## src/rtl/seg_scan_decoder_if.sv

```systemverilog
// Bundles the scanned display bus and the recovered frame outputs.
// The display driver (master) drives SEG/AN; the decoder (slave) returns the decoded frame.
interface seg_scan_decoder_if;
    localparam int unsigned SEG_W = 8;
    localparam int unsigned AN_W  = 4;
    localparam int unsigned DIG_W = 16;
    localparam int unsigned CNT_W = 8;

    logic [SEG_W-1:0] SEG;
    logic [AN_W-1:0]  AN;
    logic [DIG_W-1:0] DIGITS;
    logic [AN_W-1:0]  DP;
    logic             VALID;
    logic             ERR;
    logic [CNT_W-1:0] FRAME_CNT;

    modport master (output SEG, AN, input DIGITS, DP, VALID, ERR, FRAME_CNT);
    modport slave  (input SEG, AN, output DIGITS, DP, VALID, ERR, FRAME_CNT);
endinterface

```

## src/rtl/seg_scan_decoder.sv

```systemverilog
// Recovers the hex value shown on a multiplexed 7-segment display from its SEG/AN scan.
// Stable digits are decoded into shadow registers; a full seen mask publishes a frame.
module seg_scan_decoder #(
    parameter int unsigned STABLE_CYCLES  = 4,
    parameter bit          SEG_ACTIVE_LOW = 1'b1,
    parameter bit          AN_ACTIVE_LOW  = 1'b1
) (
    input logic               CLK,
    input logic               BTN,
    seg_scan_decoder_if.slave bus
);
    localparam int unsigned SEG_W = 8;
    localparam int unsigned AN_W  = 4;
    localparam int unsigned DIG_W = 16;
    localparam int unsigned CNT_W = 8;
    localparam logic [CNT_W-1:0] STABLE = CNT_W'(STABLE_CYCLES);

    // Pattern-to-nibble table; bit 4 flags a decodable pattern.
    function automatic logic [4:0] decode(input logic [6:0] p);
        case (p)
            7'h3F:   decode = {1'b1, 4'h0};
            7'h06:   decode = {1'b1, 4'h1};
            7'h5B:   decode = {1'b1, 4'h2};
            7'h4F:   decode = {1'b1, 4'h3};
            7'h66:   decode = {1'b1, 4'h4};
            7'h6D:   decode = {1'b1, 4'h5};
            7'h7D:   decode = {1'b1, 4'h6};
            7'h07:   decode = {1'b1, 4'h7};
            7'h7F:   decode = {1'b1, 4'h8};
            7'h6F:   decode = {1'b1, 4'h9};
            7'h77:   decode = {1'b1, 4'hA};
            7'h7C:   decode = {1'b1, 4'hB};
            7'h39:   decode = {1'b1, 4'hC};
            7'h5E:   decode = {1'b1, 4'hD};
            7'h79:   decode = {1'b1, 4'hE};
            7'h71:   decode = {1'b1, 4'hF};
            default: decode = 5'b0;
        endcase
    endfunction

    logic [SEG_W-1:0] seg_q;
    logic [AN_W-1:0]  an_q;
    logic [CNT_W-1:0] dwell_q, dwell_d;
    logic [AN_W-1:0]  seen_q, seen_d;
    logic [DIG_W-1:0] shadow_q, shadow_d;
    logic [AN_W-1:0]  shadow_dp_q, shadow_dp_d;
    logic [DIG_W-1:0] digits_q, digits_d;
    logic [AN_W-1:0]  dp_q, dp_d;
    logic             valid_q, valid_d;
    logic             err_q, err_d;
    logic [CNT_W-1:0] frame_q, frame_d;

    logic [SEG_W-1:0] seg_c, prev_seg_c;
    logic [AN_W-1:0]  an_c, prev_an_c;
    logic             eligible_c, same_c, capture_c;
    logic [4:0]       dec_c;

    // The incoming sample is compared against the one held in the sample registers.
    assign seg_c      = SEG_ACTIVE_LOW ? ~bus.SEG : bus.SEG;
    assign an_c       = AN_ACTIVE_LOW  ? ~bus.AN  : bus.AN;
    assign prev_seg_c = SEG_ACTIVE_LOW ? ~seg_q   : seg_q;
    assign prev_an_c  = AN_ACTIVE_LOW  ? ~an_q    : an_q;
    assign eligible_c = (an_c != '0) && ((an_c & (an_c - AN_W'(1))) == '0);
    assign same_c     = (seg_c == prev_seg_c) && (an_c == prev_an_c);
    assign dec_c      = decode(seg_c[6:0]);

    // Dwell tracking, digit capture and frame assembly.
    always_comb begin
        dwell_d     = dwell_q;
        seen_d      = seen_q;
        shadow_d    = shadow_q;
        shadow_dp_d = shadow_dp_q;
        digits_d    = digits_q;
        dp_d        = dp_q;
        valid_d     = 1'b0;
        err_d       = err_q;
        frame_d     = frame_q;
        capture_c   = 1'b0;

        if (!eligible_c) begin
            dwell_d = '0;
        end else if (same_c) begin
            dwell_d = (dwell_q == STABLE) ? dwell_q : dwell_q + CNT_W'(1);
        end else begin
            dwell_d = CNT_W'(1);
        end

        // Only the edge that reaches the threshold captures; saturation blocks repeats.
        capture_c = eligible_c && (dwell_d == STABLE) && (dwell_q != STABLE);

        if (capture_c) begin
            for (int i = 0; i < int'(AN_W); i++) begin
                if (an_c[i]) begin
                    seen_d[i] = 1'b1;
                    if (dec_c[4]) begin
                        shadow_d[4*i +: 4] = dec_c[3:0];
                        shadow_dp_d[i]     = seg_c[7];
                    end
                end
            end
            if (!dec_c[4]) begin
                err_d = 1'b1;
            end
            if (seen_d == '1) begin
                digits_d = shadow_d;
                dp_d     = shadow_dp_d;
                valid_d  = 1'b1;
                frame_d  = frame_q + CNT_W'(1);
                seen_d   = '0;
            end
        end
    end

    always_ff @(posedge CLK) begin
        if (BTN) begin
            seg_q       <= '0;
            an_q        <= '0;
            dwell_q     <= '0;
            seen_q      <= '0;
            shadow_q    <= '0;
            shadow_dp_q <= '0;
            digits_q    <= '0;
            dp_q        <= '0;
            valid_q     <= 1'b0;
            err_q       <= 1'b0;
            frame_q     <= '0;
        end else begin
            seg_q       <= bus.SEG;
            an_q        <= bus.AN;
            dwell_q     <= dwell_d;
            seen_q      <= seen_d;
            shadow_q    <= shadow_d;
            shadow_dp_q <= shadow_dp_d;
            digits_q    <= digits_d;
            dp_q        <= dp_d;
            valid_q     <= valid_d;
            err_q       <= err_d;
            frame_q     <= frame_d;
        end
    end

    assign bus.DIGITS    = digits_q;
    assign bus.DP        = dp_q;
    assign bus.VALID     = valid_q;
    assign bus.ERR       = err_q;
    assign bus.FRAME_CNT = frame_q;
endmodule
```

## src/flat_wrapper.sv

```systemverilog
// flat-port wrapper written by rule: the top's interface ports become plain ports
module seg_scan_decoder_flat 
#(
    parameter int unsigned STABLE_CYCLES  = 4,
    parameter bit          SEG_ACTIVE_LOW = 1'b1,
    parameter bit          AN_ACTIVE_LOW  = 1'b1
)
  (CLK, BTN, bus_SEG, bus_AN, bus_DIGITS, bus_DP, bus_VALID, bus_ERR, bus_FRAME_CNT);
  seg_scan_decoder_if bus_i ();
  input logic CLK;
  input logic BTN;
  input wire logic [$bits(bus_i.SEG)-1:0] bus_SEG;
  input wire logic [$bits(bus_i.AN)-1:0] bus_AN;
  output wire logic [$bits(bus_i.DIGITS)-1:0] bus_DIGITS;
  output wire logic [$bits(bus_i.DP)-1:0] bus_DP;
  output wire logic [$bits(bus_i.VALID)-1:0] bus_VALID;
  output wire logic [$bits(bus_i.ERR)-1:0] bus_ERR;
  output wire logic [$bits(bus_i.FRAME_CNT)-1:0] bus_FRAME_CNT;
  assign bus_i.SEG = bus_SEG;
  assign bus_i.AN = bus_AN;
  assign bus_DIGITS = bus_i.DIGITS;
  assign bus_DP = bus_i.DP;
  assign bus_VALID = bus_i.VALID;
  assign bus_ERR = bus_i.ERR;
  assign bus_FRAME_CNT = bus_i.FRAME_CNT;
  seg_scan_decoder #(.STABLE_CYCLES(STABLE_CYCLES), .SEG_ACTIVE_LOW(SEG_ACTIVE_LOW), .AN_ACTIVE_LOW(AN_ACTIVE_LOW)) u_core (.CLK(CLK), .BTN(BTN), .bus(bus_i));
endmodule
```

## config.mk

```make
export PLATFORM = sky130hd
export DESIGN_NAME = seg_scan_decoder_flat
export DESIGN_NICKNAME = d
export VERILOG_FILES = /design/src/rtl/seg_scan_decoder_if.sv /design/src/rtl/seg_scan_decoder.sv /design/src/flat_wrapper.sv
export SDC_FILE = /design/constraint.sdc
export NUM_CORES = 1
export LEC_CHECK = 0
export ABC_CLOCK_PERIOD_IN_PS = 4620
export CELL_PAD_IN_SITES_DETAIL_PLACEMENT = 1
export CELL_PAD_IN_SITES_GLOBAL_PLACEMENT = 1
export CORE_MARGIN = 4
export CORE_UTILIZATION = 30
export CTS_BUF_LIST = sky130_fd_sc_hd__clkbuf_4
export CTS_CLUSTER_DIAMETER = 40
export DETAILED_ROUTE_END_ITERATION = 7
export MAX_ROUTING_LAYER = met4
export PLACE_DENSITY_LB_ADDON = 0.1
export SLEW_MARGIN = 20
export SYNTH_ARGS = -nofsm -noshare
export SYNTH_HDL_FRONTEND = slang
export SYNTH_SLANG_ARGS = --single-unit
```

## constraint.sdc

```tcl
create_clock -name CLK -period 4.62 [get_ports CLK]
set_input_delay 0.462 -clock CLK [delete_from_list [all_inputs] [get_ports CLK]]
set_output_delay 0.462 -clock CLK [all_outputs]
set_load 0.02 [all_outputs]
```

Yosys cells after proc, flatten, opt, wreduce, memory -nomap -nowiden. Cells that the tools add are included.

Memory bits (read-only): 0. Bits in writable memories: 0. Output and inout port bits: 30. Input bits: 14. Bits in latches: 0. Memories kept: 0. Flip-flop bits (word level): 74.

Add/sub/neg operators: 3. Multiply operators: 0. Bitwise gates (word level): 7. Equal/unequal tests: 22. Reduce and logical (&&, ||, !) cells: 9. Order comparisons: 0. Shift operators: 0. Divide/modulo/power cells: 0. Multiplexer cells: 30.

Operator list (count): $eq A7 B7 Y1 const B (12); $pmux W5 S16 (1); $mux W4 (9); $mux W8 (3); $mux W1 (17); $add A8 B1 Y8 const B (2); $eq A8 B3 Y1 const B (2); $not A8 Y8 (2); $eq A7 B3 Y1 const B (2); $eq A7 B6 Y1 const B (2); $eq A8 B8 Y1 (1); $ne A8 B3 Y1 const B (1); $not A4 Y4 (2); $and A4 B4 Y4 (1); $eq A4 B4 Y1 (1); $eq A4 B4 Y1 const B (1); $logic_and A1 B1 Y1 (4); $logic_not A4 Y1 (1); $reduce_and A2 Y1 (2); $reduce_bool A4 Y1 (1); $sub A4 B1 Y4 const B (1); $not A1 Y1 (2); $reduce_or A2 Y1 (1).

Longest topological paths before layout. Gate-level depths: netlist of run 1.

Depth in word-level cells: 12. Gate-level depth with buffers: 10.

Worst setup path after synthesis of run 1. Ideal clock, no wire load.

Kind: input port to flip-flop. Start point: input port bus_SEG[2]. End point: register u_core.frame_q[7] (netlist: u_core.bus.FRAME_CNT[7]). Path buffers: 3. Stages on the path: 9. Path slack: 2.092 ns. Data arrival time: 2.396 ns. Data required time: 4.488 ns. Cells stage by stage: buf_2 -> xor2_1 -> nor4_1 -> nand3_1 -> or4_1 -> clkbuf_2 -> clkbuf_1 -> o31ai_1 -> a21oi_1.

Cells in the longest elaborated chain, start to end: 9.

RTL lines: start: declaration (RTL line flat_wrapper.sv:12) `input wire logic [$bits(bus_i.SEG)-1:0] bus_SEG;`; $not A8 Y8 (RTL line seg_scan_decoder.sv:59) `assign seg_c = SEG_ACTIVE_LOW ? ~bus.SEG : bus.SEG;`; $eq A8 B8 Y1 (RTL line seg_scan_decoder.sv:64) `assign same_c = (seg_c == prev_seg_c) && (an_c == prev_an_c);`; $logic_and A1 B1 Y1 (RTL line seg_scan_decoder.sv:64); $mux W8 (RTL line seg_scan_decoder.sv:82) `end else if (same_c) begin`; $mux W8 (RTL line seg_scan_decoder.sv:80) `if (!eligible_c) begin`; $eq A8 B3 Y1 (RTL line seg_scan_decoder.sv:89) `capture_c = eligible_c && (dwell_d == STABLE) && (dwell_q != STABLE);`; $logic_and A1 B1 Y1 (2 in series) (RTL line seg_scan_decoder.sv:89); $reduce_and A2 Y1 (no line); end signal: assignment (RTL line seg_scan_decoder.sv:138) `frame_q <= frame_d;`; end: declaration (RTL line seg_scan_decoder.sv:51) `logic [CNT_W-1:0] frame_q, frame_d;`.

Every way passes these cells. A chain may end at the register's enable or synchronous reset.

Worst setup path after layout of run 1.
Start point: input port bus_AN[2]. End point: register u_core.frame_q[5] (netlist: u_core.bus.FRAME_CNT[5]).

Cells in the longest elaborated chain, start to end: 10.

RTL lines: start: declaration (RTL line flat_wrapper.sv:13) `input wire logic [$bits(bus_i.AN)-1:0] bus_AN;`; $not A4 Y4 * (RTL line seg_scan_decoder.sv:60) `assign an_c = AN_ACTIVE_LOW ? ~bus.AN : bus.AN;`; $sub A4 B1 Y4 (RTL line seg_scan_decoder.sv:63) `assign eligible_c = (an_c != '0) && ((an_c & (an_c - AN_W'(1))) == '0);`; $and A4 B4 Y4 (RTL line seg_scan_decoder.sv:63); $logic_not A4 Y1 (RTL line seg_scan_decoder.sv:63); $logic_and A1 B1 Y1 (RTL line seg_scan_decoder.sv:63); $mux W8 (RTL line seg_scan_decoder.sv:80); $eq A8 B3 Y1 (RTL line seg_scan_decoder.sv:89); $logic_and A1 B1 Y1 (2 in series) (RTL line seg_scan_decoder.sv:89); $reduce_and A2 Y1 (no line) *.

Mark *: on every way between the ends. The rest lies on a longest branch, timed or not. The select of a mux whose other input is x is not followed.

==> qor.yml, run 1 <==
synth:
  synth.yosys.warnings: 0
  syn-instance-count: 435
  synth.ff_latch_count: 74
  synthesis.area_per_instance_um2: 8.356
  syn_area_mm2: 0.003635
  syn_nets: 452
  synthFlopType: "dfxtp_1"
  seq_area_frac_synth_pct: 40.76
  synth-edff-count: 0
  yosys_top_cell_by_area: "dfxtp_1"
  top_area_cell_type_share_of_the_netlist_area_pct: 40.76
  ys_types: 48
  ys_async_sr_fraction_pct: 0
  yosys-top-cells-area: "dfxtp_1 (41%), a21oi_1 (4.7%), xor2_1 (4.1%)"
grt:
  grt_start_max_net_pins: 48
  top_usage_layer: "met2"
  vias_in_the_first_global_route: 3360
  grtUsageTotal_pct: 17.16
  grt-ovfl-total: 0
  antenna_found_initial: 0
  met3_usage_pct: 3.604
  grtUsageMet1_pct: 22.96
  global_route_wire_length_before_repair_um: 18890
  use_met2_pct: 26.22
floorplanning:
  io_pins: 44
  die_height_um: 118.1
  dieArea_mm2: 0.01394
  rows: 39
  initial_core_util_pct: 31.30
  core-area_mm2: 0.01161
  horizontal_extent_of_the_die_um: 118.1
detailed_routing:
  totalWireLength_um: 11380
  routed_wire_length_per_instance_um: 18.56
  drtPass1Iterations: 4
  drt.antenna.violating_nets: 0
  post-route-drc-count: 0
  drt-vias-per-instance: 5.529
  detailedRoute.firstIterationViolations: 201
  total_number_of_vias: 3389
place:
  gp_congestion: 0.8494
  detailed_place_hpwl_um: 8013
  detailedPlace.worstSlack_ns: 0.7320
  count_of_buffers_from_port_buffering: 43
  placedInstanceArea_mm2: 0.004184
power:
  power.ir.vdd_worst_mv: 0.1095
  power.leakage_nw: 1.402
  p_per_area_mw_per_mm2: 252.8
hold_path:
  worst_hold_path.num_cells: 2
  worst_hold_start: "u_core.shadow_q[8]$_SDFFE_PP0P_"
  worstHoldPathType: "reg -> reg"
  whs_endpoint: "u_core.shadow_q[8]$_SDFFE_PP0P_"
cts:
  cts_hold_buf: 0
  tritoncts: "built"
  cts_made_buffers: 9
  path_clk_slew_ns: 0.11
  max-clock-path-buffers: 2
  clock_insertion_delay_worst_skew_ns: 0.44
  post-cts-setup-buffer-count: 0
  cts_repair_resize_count: 0
  cts-htree-levels: 3
  ctsRootBufferMaster: "clkbuf_4"
  cts.sink_count: 74
cells_and_area:
  layout-drive-gt1-share_pct: 8.085
  fillerInstances: 1391
  layout.nets: 483
  multi_input_combinational_cell_area_mm2: 0.001997
  finish.instance_area_mm2: 0.004282
  diodes: 0
  seq_area_mm2: 0.001481
  areaGrowthSynthToFinish_pct: 17.80
worst_setup_path:
  cpPeakStageDelay_ns: 0.85
  end_kind: "flop"
  worst-r2r-setup-slack_ns: 1.65
  timing.critical_path.buf_inv: 1
  crit_top_cell: "or4_1"
  rr_startpoint: "u_core.dwell_q[0]$_SDFF_PP0_"
  critPathArrivalTime_ns: 3.84
  worstSetupStartpointType: "primary input"
  timing.rr.end: "u_core.bus.FRAME_CNT[5]$_SDFFE_PP0P_"
  critPathKind: "in -> reg"
  ff2ff_path_depth: 7
  timing.critical_path.max_delay_family: "simple AND/OR/NAND/NOR gates"
  crit_path_top_delay_cell: "or4_1"
  worst-path-max-fanout: 17
  worstPathCellList: "clkdlybuf4s50_1 > xor2_1 > nor4_1 > nand3_1 > or4_1 > or4_1 > a21oi_1"
  worstPathRequired_ns: 4.99
sta:
  max_clock_freq_mhz: 288.1
  setup-violations-final: 0
  fin_crit_sh_pct: 75.12
  setup_slack_ns: 1.149
  final.setup_skew_ns: 0.01537
  worst_margin_slew_ns: 0.8502
  rsz0062_at_grt: "no"
  setup-tns-final_ns: 0
  layout_min_cycle_time_ns: 3.471
  timing.slew.headroom_pct: 42.80
  slew_viol_final: 0
  finalHoldViolations: 0
run_status:
  outcome: "complete, no violations"
flow_run:
  maxCapViolations: 0
[logic make-up (layout without fill, tap and decap cells)]
| logic type | Yosys count | after routing | synth area share [%] |
|---|---|---|---|
| compound gates | 113 | 113 | 19.59 |
| xor+xnor | 22 | 22 | 5.301 |
| fa+ha+maj | 3 | 3 | 1.033 |
| buf+inv | 42 | 77 | 4.475 |
| flops | 74 | 74 | 40.76 |
| mux | 13 | 13 | 3.580 |
| simple gates | 168 | 168 | 25.27 |
[registers in the layout (all words and copies together) (netlist names), 4 cells and up]
register	count
u_core.bus.FRAME_CNT	8
u_core.shadow_dp_q	4
u_core.shadow_q	16
u_core.seg_q	8
u_core.dwell_q	8
u_core.bus.DP	4
u_core.an_q	4
u_core.seen_q	4
u_core.bus.DIGITS	16
[through the flow]
step	instances	power, mW	utilization (%)	hold slack, ns
floorplan	435	0.7268	-	0.4341
global placement	598	0.7671	36.03	0.4459
detailed placement	598	0.7681	36.03	0.4500
CTS	613	1.101	36.87	0.4676
global route	613	1.143	36.87	0.4886
finish	613	1.083	36.87	0.4717
[synthesized netlist by cell type (all sizes together), types with 2 or more instances]
master and count:
o22ai 18, mux2i 13, or3b 2, nand2 39, nand3 13, inv 11
or2 6, a211oi 6, nor4b 3, nor4 10, nand4b 4, dfxtp 74
or3 6, ha 3, nor3b 3, xor2 17, nor3 9, nor2b 12
a21boi 5, o31ai 6, o21a 6, nor4bb 2, a21oi 36, buf 6
and3 3, nand3b 3, o2111ai 2, nor2 34, and4 2, or4 10
nand4 4, a311oi 8, xnor2 5, clkbuf 25, o21ai 22
[metal layers]
layer  up-vias  routed length, um  share of wire [%]
met2        49               5198                 46
li1       1638                  -                  -
met1      1686               5717                 50
met5         -                  0                  0
met3        16                297                2.6
met4         0                161                1.4
[where the power goes]
| group | internal [mW] | total (mW) | switching, mW |
|---|---|---|---|
| Sequential | 0.644 | 0.647 | 0.00315 |
| Clock | 0.108 | 0.328 | 0.221 |
| Combinational | 0.0366 | 0.107 | 0.0709 |
[worst max path at each step]
stage | from | end | slack, ns | depth (start not counted)
6_report | bus_AN[2] | u_core.bus.FRAME_CNT[5]$_SDFFE_PP0P_ | 1.15 | 7
5_1_grt | bus_AN[2] | u_core.bus.FRAME_CNT[5]$_SDFFE_PP0P_ | 0.92 | 7
4_1_cts | bus_AN[2] | u_core.bus.FRAME_CNT[5]$_SDFFE_PP0P_ | 1.21 | 7
3_5_place_dp | bus_AN[2] | u_core.bus.FRAME_CNT[5]$_SDFFE_PP0P_ | 0.73 | 7
3_3_place_gp | bus_AN[2] | u_core.bus.FRAME_CNT[7]$_SDFFE_PP0P_ | 0.82 | 7
2_1_floorplan | bus_SEG[2] | u_core.bus.FRAME_CNT[7]$_SDFFE_PP0P_ | 2.09 | 9
[placed cells by master, fill, tap and decap left out, types with 8 or more instances in the layout]
master / n
xor2_1: 17
nor2_1: 34
clkdlybuf4s50_1: 42
clkbuf_4: 10
or4_1: 9
a21oi_1: 34
a311oi_1: 8
nor3_1: 9
o21ai_0: 22
inv_1: 11
nand3_1: 13
buf_4: 8
o22ai_1: 18
dfxtp_1: 74
mux2i_1: 13
nor4_1: 8
nor2b_1: 12
nand2_1: 39
[worst reg2reg max path, cell delays in order (launching register included)]
cell and delay, ns:
dfxtp_1 0.41, ha_1 0.25, xor2_1 0.23, nand3b_1 0.13, or4_4 0.47, or4_1 0.77, or4_1 0.50, a21oi_1 0.16
[area by class of cell]
cell class,count,share of cell area (%)
multi-input combinational,319,46.64
sequential,74,34.60
timing repair buffer,51,11.34
tap,143,4.179
clock buffer,10,1.753
inverter,11,0.9643
clock inverter,5,0.5260
Note: power is estimated with default switching activity, not from simulation.
==> inputs of run 2 (changes only) <==
- ABC_CLOCK_PERIOD_IN_PS: 4620 -> 3650
- clock period: 4.62 -> 3.65 ns (I/O delays scaled with it)
==> run 2 against run 1 <==
  * Clock power increased by 77%
  * Sequential power increased by 27%
  * Wire length down 1.5%
  * Non-clock buffer count up 16
  * Cell count up 2.8%
  * Design area is 4.4% higher
  * Setup slack worse by 0.45 ns
  * Via count grew 0.77%
  * First-iteration DRC count is 25% lower
  * Largest power group unchanged
  * Register-to-register slack worse by 0.86 ns
  * Sequential share of layout area down 1.5 points
  * Clock-buffer cell count unchanged
==> qor.yml, run 2 (synthesized netlist as in run 1, its figures left out) <==
grt:
  antenna_found_initial: 0  # unchanged
  global_route_wire_length_before_repair_um: 18640  # -1.4%
  vias_in_the_first_global_route: 3604  # +7.3%
  grtUsageTotal_pct: 16.79  # -0.38 points
  grt-ovfl-total: 0  # unchanged
  grt_start_max_net_pins: 47  # -2.1%
worst_setup_path:
  crit_path_top_delay_cell: "nor4_1"
  timing.critical_path.buf_inv: 2  # +1
  worstSetupStartpointType: "primary input"
  cpPeakStageDelay_ns: 0.59  # -0.26 ns
  timing.critical_path.max_delay_family: "simple AND/OR/NAND/NOR gates"
  end_kind: "flop"
  worstPathCellList: "clkdlybuf4s50_1 > buf_4 > or3_1 > nor4_1 > nor4_4 > a21oi_1 > a21oi_1 > a311oi_1"
  worst-path-max-fanout: 9  # -8
  worstPathRequired_ns: 4.00  # -0.99 ns
  crit_top_cell: "a21oi_1"
  ff2ff_path_depth: 7  # unchanged
  rr_startpoint: "u_core.dwell_q[0]$_SDFF_PP0_"
  critPathArrivalTime_ns: 3.30  # -0.54 ns
  critPathKind: "in -> reg"
  worst-r2r-setup-slack_ns: 0.79  # -0.86 ns
  timing.rr.end: "u_core.bus.FRAME_CNT[6]$_SDFFE_PP0P_"
sta:
  worst_margin_slew_ns: 0.7669  # -0.08328 ns
  setup-tns-final_ns: 0  # unchanged
  layout_min_cycle_time_ns: 2.955
  final.setup_skew_ns: 0.02574  # +0.01037 ns
  fin_crit_sh_pct: 80.97
  slew_viol_final: 0  # unchanged
  max_clock_freq_mhz: 338.4
  finalHoldViolations: 0  # unchanged
  rsz0062_at_grt: "no"
  timing.slew.headroom_pct: 48.40  # +5.6 points
  setup-violations-final: 0  # unchanged
  setup_slack_ns: 0.6946  # -0.4548 ns
cells_and_area:
  layout.cells.most_common: "dfxtp_1"
  final_non_filler_cells: 630  # +2.8%
  diodes: 0  # unchanged
  fillerInstances: 1391  # unchanged
  layout-drive-gt1-share_pct: 11.29  # +3.2 points
  layout.cells.most_common_list: "dfxtp_1 (74), clkdlybuf4s50_1 (42), nand2_1 (39), nor2_1 (34), a21oi_1 (34)"
  final_core_utilization_pct: 38.48  # +1.6 points
  areaGrowthSynthToFinish_pct: 22.96
  layout.nets: 499  # +3.3%
place:
  detailed_place_hpwl_um: 7957  # -0.70%
  count_of_buffers_from_port_buffering: 43  # unchanged
  gp_congestion: 0.8349  # -1.7%
  post-place-cells: 614  # +2.7%
  detailedPlace.worstSlack_ns: 0.2313  # -0.5007 ns
floorplanning:
  io_pins: 44  # unchanged
  core-area_mm2: 0.01161  # unchanged
  dieArea_mm2: 0.01394  # unchanged
  initial_core_util_pct: 31.30  # unchanged
  horizontal_extent_of_the_die_um: 118.1  # unchanged
  rows: 39  # unchanged
  die_height_um: 118.1  # unchanged
power:
  power.switching_fraction_pct: 25.39  # -1.8 points
  p_per_area_mw_per_mm2: 345.1  # +37%
  internal-power_mw: 1.151  # +46%
  power.sequential.fraction_pct: 53.1  # -6.7 points
  power.ir.vdd_worst_mv: 0.2067  # +89%
  pwr-share-clk_pct: 37.6  # +7.3 points
  power.net_switching_mw: 0.3917  # +33%
  comb_power_share_pct: 9.4  # -0.5 points
  power.leakage_nw: 1.512  # +7.9%
detailed_routing:
  post-route-drc-count: 0  # unchanged
  drt.antenna.violating_nets: 0  # unchanged
  routed_wire_length_per_instance_um: 17.79  # -4.1%
  totalWireLength_um: 11210  # -1.5%
  drtPass1Iterations: 4  # unchanged
  total_number_of_vias: 3415  # +0.77%
  detailedRoute.firstIterationViolations: 150  # -25%
  drt-vias-per-instance: 5.421  # -2.0%
cts:
  cts-htree-levels: 3  # unchanged
  post-cts-setup-buffer-count: 0  # unchanged
  path_clk_slew_ns: 0.12  # about the same
  cts_hold_buf: 0  # unchanged
  cts_repair_resize_count: 0  # unchanged
  clock_insertion_delay_worst_skew_ns: 0.45  # about the same
  tritoncts: "built"
  cts.sink_count: 74  # unchanged
  max-clock-path-buffers: 2  # unchanged
  cts_made_buffers: 9  # unchanged
  ctsRootBufferMaster: "clkbuf_4"
run_status:
  outcome: "complete, no violations"
hold_path:
  whs_endpoint: "u_core.shadow_q[15]$_SDFFE_PP0P_"
  worstHoldPathType: "in -> reg"
  worst_hold_path.num_cells: 4  # +2
  worst_hold_start: "BTN"
flow_run:
  maxCapViolations: 0  # unchanged
[run 2: changes by cell type in the layout (fill, tap and decap cells not counted), sizes merged]
cell	before	now
bufinv	0	2
clkinv	5	4
buf	9	25
[run 2: worst min-delay path, cell delays in order]
cell,delay [ns]
buf_2,0.09
inv_1,0.04
buf_4,0.21
o21a_1,0.13
[run 2: metal layers]
layer	track usage [%]	share of wire [%]	vias up
met5	-	0	-
met4	3.956	1.1	0
met3	3.748	2.9	10
met2	26.12	45	50
met1	22.24	51	1682
li1	-	-	1673
[run 2: how the worst max path moves through the flow]
| stage | startpoint | end | slack, ns | cells after the start |
|---|---|---|---|---|
| 3_5_place_dp | bus_SEG[4] | u_core.bus.DIGITS[12]$_SDFFE_PP0P_ | 0.23 | 7 |
| 3_3_place_gp | bus_SEG[4] | u_core.bus.DIGITS[12]$_SDFFE_PP0P_ | 0.20 | 7 |
| 6_report | bus_SEG[3] | u_core.shadow_dp_q[0]$_SDFFE_PP0P_ | 0.69 | 8 |
| 4_1_cts | bus_SEG[4] | u_core.bus.DIGITS[0]$_SDFFE_PP0P_ | 0.71 | 7 |
| 5_1_grt | bus_SEG[3] | u_core.shadow_dp_q[0]$_SDFFE_PP0P_ | 0.40 | 8 |
| 2_1_floorplan | u_core.dwell_q[0]$_SDFF_PP0_ | u_core.bus.FRAME_CNT[7]$_SDFFE_PP0P_ | 1.14 | 9 |
[run 2: per-stage QoR]
step | power [mW] | hold slack (ns) | area, um^2
detailed placement | 0.9802 | 0.4488 | 4304
finish | 1.543 | 0.4439 | 4469
global placement | 0.9794 | 0.4447 | 4304
global route | 1.609 | 0.4486 | 4469
floorplan | 0.9200 | 0.4341 | 3635
CTS | 1.565 | 0.4155 | 4461
[run 2: layout make-up]
| cell class | instances | area (um^2) | area share (%) |
|---|---|---|---|
| Clock inverter | 6 | 81.33 | 1.820 |
| Tap cell | 143 | 178.9 | 4.003 |
| Sequential cell | 74 | 1481 | 33.15 |
| Timing Repair Buffer | 67 | 605.6 | 13.55 |
| Multi-Input combinational cell | 319 | 2006 | 44.88 |
| Clock buffer | 10 | 75.07 | 1.680 |
| Inverter | 11 | 41.29 | 0.9239 |
[run 2: power by group through the flow]
stage	combinational, mW	sequential, mW	clock, mW
4_1_cts	0.144	0.819	0.602
3_3_place_gp	0.143	0.837	0
5_1_grt	0.159	0.820	0.630
2_1_floorplan	0.0838	0.836	0
6_report	0.144	0.819	0.579
3_5_place_dp	0.143	0.837	0
